===== src/rtl/mul_result_collector_if.sv =====
// Handshake bundle between the multiplier source/consumer and mul_result_collector.
// "slave" is the collector side; "master" is the source/consumer side.
interface mul_result_collector_if #(
    parameter int PSIZE = 71,
    parameter int OUT_W = 24,
    parameter int DEPTH = 8
);
    localparam int LW = $clog2(DEPTH) + 1;

    logic             s_valid;
    logic             s_ready;
    logic [PSIZE-1:0] mul_p;
    logic [OUT_W-1:0] m_data;
    logic             m_valid;
    logic             m_ready;
    logic             sat_flag;
    logic             sat_clr;
    logic [LW-1:0]    level;

    modport master (
        output s_valid, mul_p, m_ready, sat_clr,
        input  s_ready, m_data, m_valid, sat_flag, level
    );

    modport slave (
        input  s_valid, mul_p, m_ready, sat_clr,
        output s_ready, m_data, m_valid, sat_flag, level
    );
endinterface


===== src/rtl/mul_result_collector.sv =====
// Tracks multiplier issue slots, rounds/saturates each emerging product and buffers it in a show-ahead FIFO.
// Define MUL_COLLECT_SAT_EN to enable saturation and the sticky sat_flag; otherwise results truncate.
module mul_result_collector #(
    parameter int PSIZE   = 71,
    parameter int MUL_LAT = 4,
    parameter int SHIFT   = 16,
    parameter int OUT_W   = 24,
    parameter int DEPTH   = 8
) (
    input logic                  clk,
    input logic                  rst_n,
    mul_result_collector_if.slave bus
);
    localparam int LW = $clog2(DEPTH) + 1;
    localparam int PW = $clog2(DEPTH);
    localparam logic [LW:0]    DEPTH_SUM = (LW+1)'(DEPTH);
    localparam logic [LW-1:0]  DEPTH_LVL = LW'(DEPTH);
    localparam logic [PSIZE:0] HALF      = (PSIZE+1)'(1) << (SHIFT - 1);

    logic [MUL_LAT-1:0] vsr_q, vsr_d;
    logic [LW-1:0]      inflight_q, inflight_d;
    logic [LW-1:0]      level_q, level_d;
    logic [PW-1:0]      wrPtr_q, wrPtr_d;
    logic [PW-1:0]      rdPtr_q, rdPtr_d;
    logic [OUT_W-1:0]   mem_q [DEPTH];

    logic               sReady;
    logic               issue;
    logic               capture;
    logic               pop;
    logic [LW:0]        committed;
    logic [PSIZE:0]     roundSum;
    logic [PSIZE:0]     rounded;
    logic               overflow;
    logic [OUT_W-1:0]   writeData;
    logic               satFlag;

    // Admission counts results already owed a slot, so an in-flight product never meets a full FIFO.
    always_comb begin
        committed = {1'b0, level_q} + {1'b0, inflight_q};
        sReady    = committed < DEPTH_SUM;
        issue     = bus.s_valid & sReady;
        capture   = vsr_q[MUL_LAT-1];
        pop       = (level_q != '0) & bus.m_ready;
    end

    // Round half up on a one-bit-wider sum so an all-ones product cannot lose its carry.
    always_comb begin
        roundSum = {1'b0, bus.mul_p} + HALF;
        rounded  = roundSum >> SHIFT;
        overflow = |rounded[PSIZE:OUT_W];
    end

    always_comb begin
        vsr_d      = (vsr_q << 1) | MUL_LAT'(issue);
        inflight_d = inflight_q;
        level_d    = level_q;
        wrPtr_d    = wrPtr_q;
        rdPtr_d    = rdPtr_q;
        case ({issue, capture})
            2'b10:   inflight_d = inflight_q + LW'(1);
            2'b01:   inflight_d = inflight_q - LW'(1);
            default: inflight_d = inflight_q;
        endcase
        case ({capture, pop})
            2'b10:   level_d = level_q + LW'(1);
            2'b01:   level_d = level_q - LW'(1);
            default: level_d = level_q;
        endcase
        if (capture) begin
            wrPtr_d = wrPtr_q + PW'(1);
        end
        if (pop) begin
            rdPtr_d = rdPtr_q + PW'(1);
        end
    end

    always_ff @(posedge clk or negedge rst_n) begin
        if (!rst_n) begin
            vsr_q      <= '0;
            inflight_q <= '0;
            level_q    <= '0;
            wrPtr_q    <= '0;
            rdPtr_q    <= '0;
        end else begin
            vsr_q      <= vsr_d;
            inflight_q <= inflight_d;
            level_q    <= level_d;
            wrPtr_q    <= wrPtr_d;
            rdPtr_q    <= rdPtr_d;
        end
    end

    // Storage is cleared on reset so m_data reads zero until the first result lands.
    always_ff @(posedge clk or negedge rst_n) begin
        if (!rst_n) begin
            for (int i = 0; i < DEPTH; i++) begin
                mem_q[i] <= '0;
            end
        end else if (capture) begin
            mem_q[wrPtr_q] <= writeData;
        end
    end

`ifdef MUL_COLLECT_SAT_EN
    logic satFlag_q, satFlag_d;

    // A saturating write in the same cycle as sat_clr keeps the flag set.
    always_comb begin
        writeData = overflow ? '1 : rounded[OUT_W-1:0];
        satFlag_d = satFlag_q;
        if (bus.sat_clr) begin
            satFlag_d = 1'b0;
        end
        if (capture && overflow) begin
            satFlag_d = 1'b1;
        end
    end

    always_ff @(posedge clk or negedge rst_n) begin
        if (!rst_n) begin
            satFlag_q <= 1'b0;
        end else begin
            satFlag_q <= satFlag_d;
        end
    end

    assign satFlag = satFlag_q;
`else
    logic unusedSatInputs;

    always_comb begin
        writeData = rounded[OUT_W-1:0];
    end

    assign unusedSatInputs = bus.sat_clr | overflow;
    assign satFlag         = 1'b0;
`endif

    assign bus.s_ready  = sReady;
    assign bus.m_valid  = (level_q != '0);
    assign bus.m_data   = mem_q[rdPtr_q];
    assign bus.level    = level_q;
    assign bus.sat_flag = satFlag;

    noWriteWhenFull: assert property (@(posedge clk) disable iff (!rst_n)
        !(capture && (level_q == DEPTH_LVL)));

endmodule

===== src/flat_wrapper.sv =====
// flat-port wrapper written by rule: the top's interface ports become plain ports
module mul_result_collector_flat 
#(
    parameter int PSIZE   = 71,
    parameter int MUL_LAT = 4,
    parameter int SHIFT   = 16,
    parameter int OUT_W   = 24,
    parameter int DEPTH   = 8
)
  (clk, rst_n, bus_s_valid, bus_mul_p, bus_m_ready, bus_sat_clr, bus_s_ready, bus_m_data, bus_m_valid, bus_sat_flag, bus_level);
  mul_result_collector_if #(.PSIZE(PSIZE), .OUT_W(OUT_W), .DEPTH(DEPTH)) bus_i ();
  input logic clk;
  input logic rst_n;
  input wire logic [$bits(bus_i.s_valid)-1:0] bus_s_valid;
  input wire logic [$bits(bus_i.mul_p)-1:0] bus_mul_p;
  input wire logic [$bits(bus_i.m_ready)-1:0] bus_m_ready;
  input wire logic [$bits(bus_i.sat_clr)-1:0] bus_sat_clr;
  output wire logic [$bits(bus_i.s_ready)-1:0] bus_s_ready;
  output wire logic [$bits(bus_i.m_data)-1:0] bus_m_data;
  output wire logic [$bits(bus_i.m_valid)-1:0] bus_m_valid;
  output wire logic [$bits(bus_i.sat_flag)-1:0] bus_sat_flag;
  output wire logic [$bits(bus_i.level)-1:0] bus_level;
  assign bus_i.s_valid = bus_s_valid;
  assign bus_i.mul_p = bus_mul_p;
  assign bus_i.m_ready = bus_m_ready;
  assign bus_i.sat_clr = bus_sat_clr;
  assign bus_s_ready = bus_i.s_ready;
  assign bus_m_data = bus_i.m_data;
  assign bus_m_valid = bus_i.m_valid;
  assign bus_sat_flag = bus_i.sat_flag;
  assign bus_level = bus_i.level;
  mul_result_collector #(.PSIZE(PSIZE), .MUL_LAT(MUL_LAT), .SHIFT(SHIFT), .OUT_W(OUT_W), .DEPTH(DEPTH)) u_core (.clk(clk), .rst_n(rst_n), .bus(bus_i));
endmodule

===== config.mk =====
export PLATFORM = sky130hd
export DESIGN_NAME = mul_result_collector_flat
export DESIGN_NICKNAME = d
export VERILOG_FILES = /design/src/rtl/mul_result_collector_if.sv /design/src/rtl/mul_result_collector.sv /design/src/flat_wrapper.sv
export SDC_FILE = /design/constraint.sdc
export NUM_CORES = 1
export LEC_CHECK = 0
export ABC_AREA = 1
export CAP_MARGIN = 20
export CORE_MARGIN = 10
export CORE_UTILIZATION = 40
export CTS_CLUSTER_DIAMETER = 150
export DETAILED_ROUTE_END_ITERATION = 6
export PLACE_DENSITY = 0.63
export SYNTH_ARGS = -nofsm -noshare
export SYNTH_HDL_FRONTEND = slang
export SYNTH_SLANG_ARGS = --single-unit

===== constraint.sdc =====
create_clock -name clk -period 3.3 [get_ports clk]
set_clock_uncertainty 0.15 [all_clocks]
set_input_delay 0.66 -clock clk [delete_from_list [all_inputs] [get_ports clk]]
set_output_delay 0.66 -clock clk [all_outputs]
set_load 0.01 [all_outputs]

**Word-level counts from Yosys, hierarchy flattened**

Index checks and enable logic that the tools add are counted.

- Register bits after elaboration: 210
- Input port bits: 76
- Output and inout port bits: 31

- $add $sub $neg: 8
- Magnitude comparators: 4
- Equal/unequal tests: 4
- Muxes and demuxes: 8
- Bitwise logic cells: 5
- Reduce and logical (&&, ||, !) cells: 4

Operators with widths:

| cell | count |
|---|---|
| $bwmux 192 | 1 |
| $bmux 24 s3 | 1 |
| $demux 24 s3 | 1 |
| $mux 24 | 3 |
| $add 40x16->40 const B | 1 |
| $pmux 4 s2 | 2 |
| $add 4x1->4 const B | 2 |
| $ge 4x4->1 const B | 2 |
| $not 3->4 | 2 |
| $sub 4x1->4 const B | 2 |
| $add 3x1->3 const B | 2 |
| $add 4x4->5 | 1 |
| $lt 5x4->1 const B | 1 |
| $eq 2x1->1 const B | 2 |
| $eq 2x2->1 const B | 2 |
| $lt 4x1->1 const B | 1 |
| $or 4x1->4 | 1 |
| $reduce_bool 2->1 | 2 |
| $reduce_bool 4->1 | 1 |
| $and 1x1->1 | 2 |
| $logic_and 1x1->1 | 1 |

**Logic depth before layout (Yosys ltp)**

- Depth in word-level cells: 6
- Depth in mapped cells: 16
- Depth with buffers taken out: 16

**Worst setup path before layout**

No wires, ideal clock.

- Kind: register to register
- From: reg u_core.level_q[1] (netlist: u_core.bus.level[1])
- To: reg u_core.inflight_q[3]
- Library setup time: 0.116 ns
- Arrival time: 2.238 ns
- Required time: 3.034 ns
- Path slack: 0.795 ns
- Cell stages (with the launch flop): 17
- Clock period less this slack: 2.505 ns
- Cell sequence: dfrtp_1 > ha_1 > a31o_2 > nand2_1 > nand2_1 > inv_1 > nand2_1 > ha_1 > ha_1 > nand2_1 > inv_1 > o21ai_0 > nand2_1 > nand2_1 > nand2_1 > nand2_1 > nand2_1

- Cells in the longest elaborated chain, start to end: 5

Ends and longest elaborated chain:

| item | RTL line | source |
|---|---|---|
| start: declaration | mul_result_collector.sv:22 | `logic [LW-1:0] level_q, level_d;` |
| start signal: assignment | mul_result_collector.sv:88 | `level_q <= level_d;` |
| $add 4x4->5 * | mul_result_collector.sv:40 | `committed = {1'b0, level_q} + {1'b0, inflight_q};` |
| $lt 5x4->1 * | mul_result_collector.sv:41 | `sReady = committed < DEPTH_SUM;` |
| via bus_s_ready | flat_wrapper.sv:18 | `output wire logic [$bits(bus_i.s_ready)-1:0] bus_s_ready;` |
| $and 1x1->1 * | mul_result_collector.sv:42 | `issue = bus.s_valid & sReady;` |
| $eq 2x1->1 / $eq 2x2->1 (equally long branches) | mul_result_collector.sv:60 | `case ({issue, capture})` |
| $pmux 4 s2 / $reduce_bool 2->1 (equally long branches) | n/a |  |
| end signal: assignment | mul_result_collector.sv:87 | `inflight_q <= inflight_d;` |
| end: declaration | mul_result_collector.sv:21 | `logic [LW-1:0] inflight_q, inflight_d;` |

The timed path passes the listed nets; every way through them passes the cells marked *.
A chain may end at the register's enable or synchronous reset.

**Worst setup path after layout**

- From: reg u_core.rdPtr_q[0]
- To: out bus_m_data[18]

- Cells in the longest elaborated chain, start to end: 4

Ends and longest elaborated chain:

| item | RTL line | source |
|---|---|---|
| start: declaration | mul_result_collector.sv:24 | `logic [PW-1:0] rdPtr_q, rdPtr_d;` |
| start signal: assignment | mul_result_collector.sv:90 | `rdPtr_q <= rdPtr_d;` |
| $not 3->4 (not written as such) | mul_result_collector.sv:142 | `assign bus.m_data = mem_q[rdPtr_q];` |
| $bmux 24 s3 | mul_result_collector.sv:142 |  |
| $mux 24 (not written as such) (2 in a row) | mul_result_collector.sv:142 |  |
| end: declaration | flat_wrapper.sv:19 | `output wire logic [$bits(bus_i.m_data)-1:0] bus_m_data;` |

No other way between the ends. The select of a mux whose other input is x is not followed.

==> flow_metrics.tcl <==
set metrics [dict create \
    leakagePower_uw 0.00584 \
    grt_pass1_wl_um 49300 \
    portBuffers 58 \
    dpl-instance-area_um2 11400 \
    die_y_um 181 \
    hold_buffers 0 \
    die_x_um 181 \
    syn2layout_area_growth_pct 17.5 \
    fin_util 0.481 \
    fin_tns_setup_ns 0 \
    startpoint_type "flop" \
    end_kind "output pin" \
    p_per_area_nw_per_um2 1030 \
    routedWlPerCell_um 18.0 \
    hold_viol 0 \
    io_pins 107 \
    syn-num-nets 1424 \
    cap_violations 0 \
    synthCells 1334 \
    final_common_cell "nand2_1" \
    drive_above_1_share 0.0751 \
    worst-setup-path-type "flop to output pin" \
    dp_hpwl_um 18500 \
    route.detailed.drc 0 \
    regToRegEndpoint "u_core.inflight_q[3]$_DFFE_PN0P_" \
    finalMaxSlewViolations 0 \
    grt_max_degree 73 \
    via_per_inst 5.24 \
    r2r_start "u_core.bus.level[1]$_DFFE_PN0P_" \
    netlist_top_cells_area "dfrtp_1, nand2_1, o21ai_0" \
    synth_top_cell_by_area "dfrtp_1" \
    setup_violations 0 \
    cp.required_ns 2.49 \
    start_util 0.409 \
    ant_nets 0 \
    maxSlewHeadroom 0.343 \
    ys_seq_area_frac 0.507 \
    finalInstanceArea_um2 12200 \
    drt-pass1-iter-count 5 \
    clkSinkCount 210 \
    cts.path.max_buffers 3 \
    max_freq_mhz 312 \
    status "complete, no violations" \
    yosysWarnings 0 \
    n_antenna_cell 0 \
    tightest_slew_ns 0.984 \
    root_buffer "clkbuf_16" \
    grt_pass1_vias 8879 \
    core_um2 25300 \
    grt_antenna_before_repair 0 \
    fin_crit_sh 0.970 \
    ys_ff_latch 210 \
    multi_input_area_um2 4580 \
    final_cell_mix "nand2_1, dfrtp_1, o21ai_0" \
    ir_drop_v 0.000703 \
    period_needed_ns 3.20 \
    syn_area_per_cell_um2 7.77 \
    ff2ff_setup_slack_ns 0.63 \
    ys_types 30 \
    hp-class "input port to asynchronous set/reset pin" \
    row_count 58 \
    grt_use_total 0.183 \
    numCtsBuffers 23 \
    cts_tree "done" \
    regArea_um2 5260 \
    reg2reg_depth 16 \
    clk_latency_ns 0.51 \
    critPathMaxFanout 36 \
    final_nets 1475 \
    nFillCells 2482 \
    yosysTopAreaCellShare 0.507 \
    rsz0062_at_grt "yes" \
    via_count 9055 \
    fp.dieArea_um2 32700 \
    cts_setup_buffers 0 \
    netlist_area_um2 10400 \
    path_clk_slew_ns 0.06 \
    drt-initial-drc-count 867 \
    gp_congestion 0.817 \
    routed_wl_um 31200 \
    cts_max_level 1 \
    gr-total-overflow 0 \
    arrival_ns 2.39 \
]
[cells in the mapped netlist (all sizes together)]
cell    number
o21a         2
nor2       127
nand2      523
dfrtp      210
ha          12
clkinv       1
nand3       57
xor2        16
o22ai       44
conb         1
o21bai       2
clkbuf      42
buf         27
a31o         1
o21ai      185
inv         62
nand3b       5
a21oi        8
fa           2
xnor2        6
nor3         1
[flip-flops by register name, indices dropped and copies added (netlist names)]
| signal | cells |
|---|---|
| u_core.wrPtr_q | 3 |
| u_core.rdPtr_q | 3 |
| u_core.vsr_q | 4 |
| u_core.mem_q | 192 |
| u_core.inflight_q | 4 |
| u_core.bus.level | 4 |
[metrics by stage]
step           hold slack, ns  setup slack (ns)  total power [µW]  cells
6_report              0.00940            0.0980             12600   1728
5_1_grt                0.0511           -0.0123             13600   1728
4_1_cts                0.0311           0.00601             12500   1726
3_5_place_dp            0.187             0.498             10000   1688
3_3_place_gp            0.186             0.500              9910   1688
2_1_floorplan           0.181             0.795              7890   1334
[layer usage]
layer	vias up	wire length [µm]	track usage
li1	4373	-	-
met1	4361	13900	0.244
met2	272	14600	0.304
met3	49	1940	0.0298
met4	0	657	0.0462
met5	-	0	0
[what timing repair did]
item,4_1_cts,5_1_grt
gates resized for setup,2,11
gates cloned,0,2
endpoints found under the setup margin,3,21
[layout make-up]
class,count,share of cell area
Multi-Input combinational cell,992,0.376
Inverter,63,0.0194
Tap cell,330,0.0339
Clock inverter,4,0.00185
Clock buffer,34,0.0548
Sequential cell,210,0.432
Timing Repair Buffer,95,0.0823
[critical path, cell delays in order, from the launching register on]
cell	delay, ns
dfrtp_2	0.46
inv_2	0.19
buf_12	0.23
nor2_1	0.06
o22ai_1	0.17
nand2_1	0.08
nand2_1	0.13
clkdlybuf4s50_1	0.56
[report_power, final]
| group | internal (µW) | switching (µW) | leakage, µW |
|---|---|---|---|
| registers | 3860 | 711 | 0.00242 |
| clock network | 1390 | 1030 | 0.000338 |
| logic | 2330 | 3280 | 0.00308 |
| total | 7580 | 5020 | 0.00584 |
[worst max-delay path by stage]
stage               slack, ns                               end  cells after the start                            start
floorplan                0.80  u_core.inflight_q[3]$_DFFE_PN0P_                     16  u_core.bus.level[1]$_DFFE_PN0P_
global placement         0.50                    bus_m_data[23]                      6    u_core.rdPtr_q[0]$_DFFE_PN0N_
detailed placement       0.50     u_core.mem_q[173]$_DFFE_PN0P_                      7                    bus_mul_p[15]
CTS                     0.006                    bus_m_data[23]                      6    u_core.rdPtr_q[1]$_DFFE_PN0N_
global route            -0.01                    bus_m_data[23]                      6    u_core.rdPtr_q[0]$_DFFE_PN0N_
finish                    0.1                    bus_m_data[18]                      7    u_core.rdPtr_q[0]$_DFFE_PN0N_
[kinds of logic after synthesis]
group | Yosys count | synth area share
compound gates | 242 | 0.124
xor+xnor | 22 | 0.0215
fa+ha+maj | 14 | 0.0184
buf+inv | 132 | 0.0507
flops | 210 | 0.507
other cells | 1 | 0.000362
simple gates | 713 | 0.278
No activity file was read; power rests on OpenSTA's default activity.
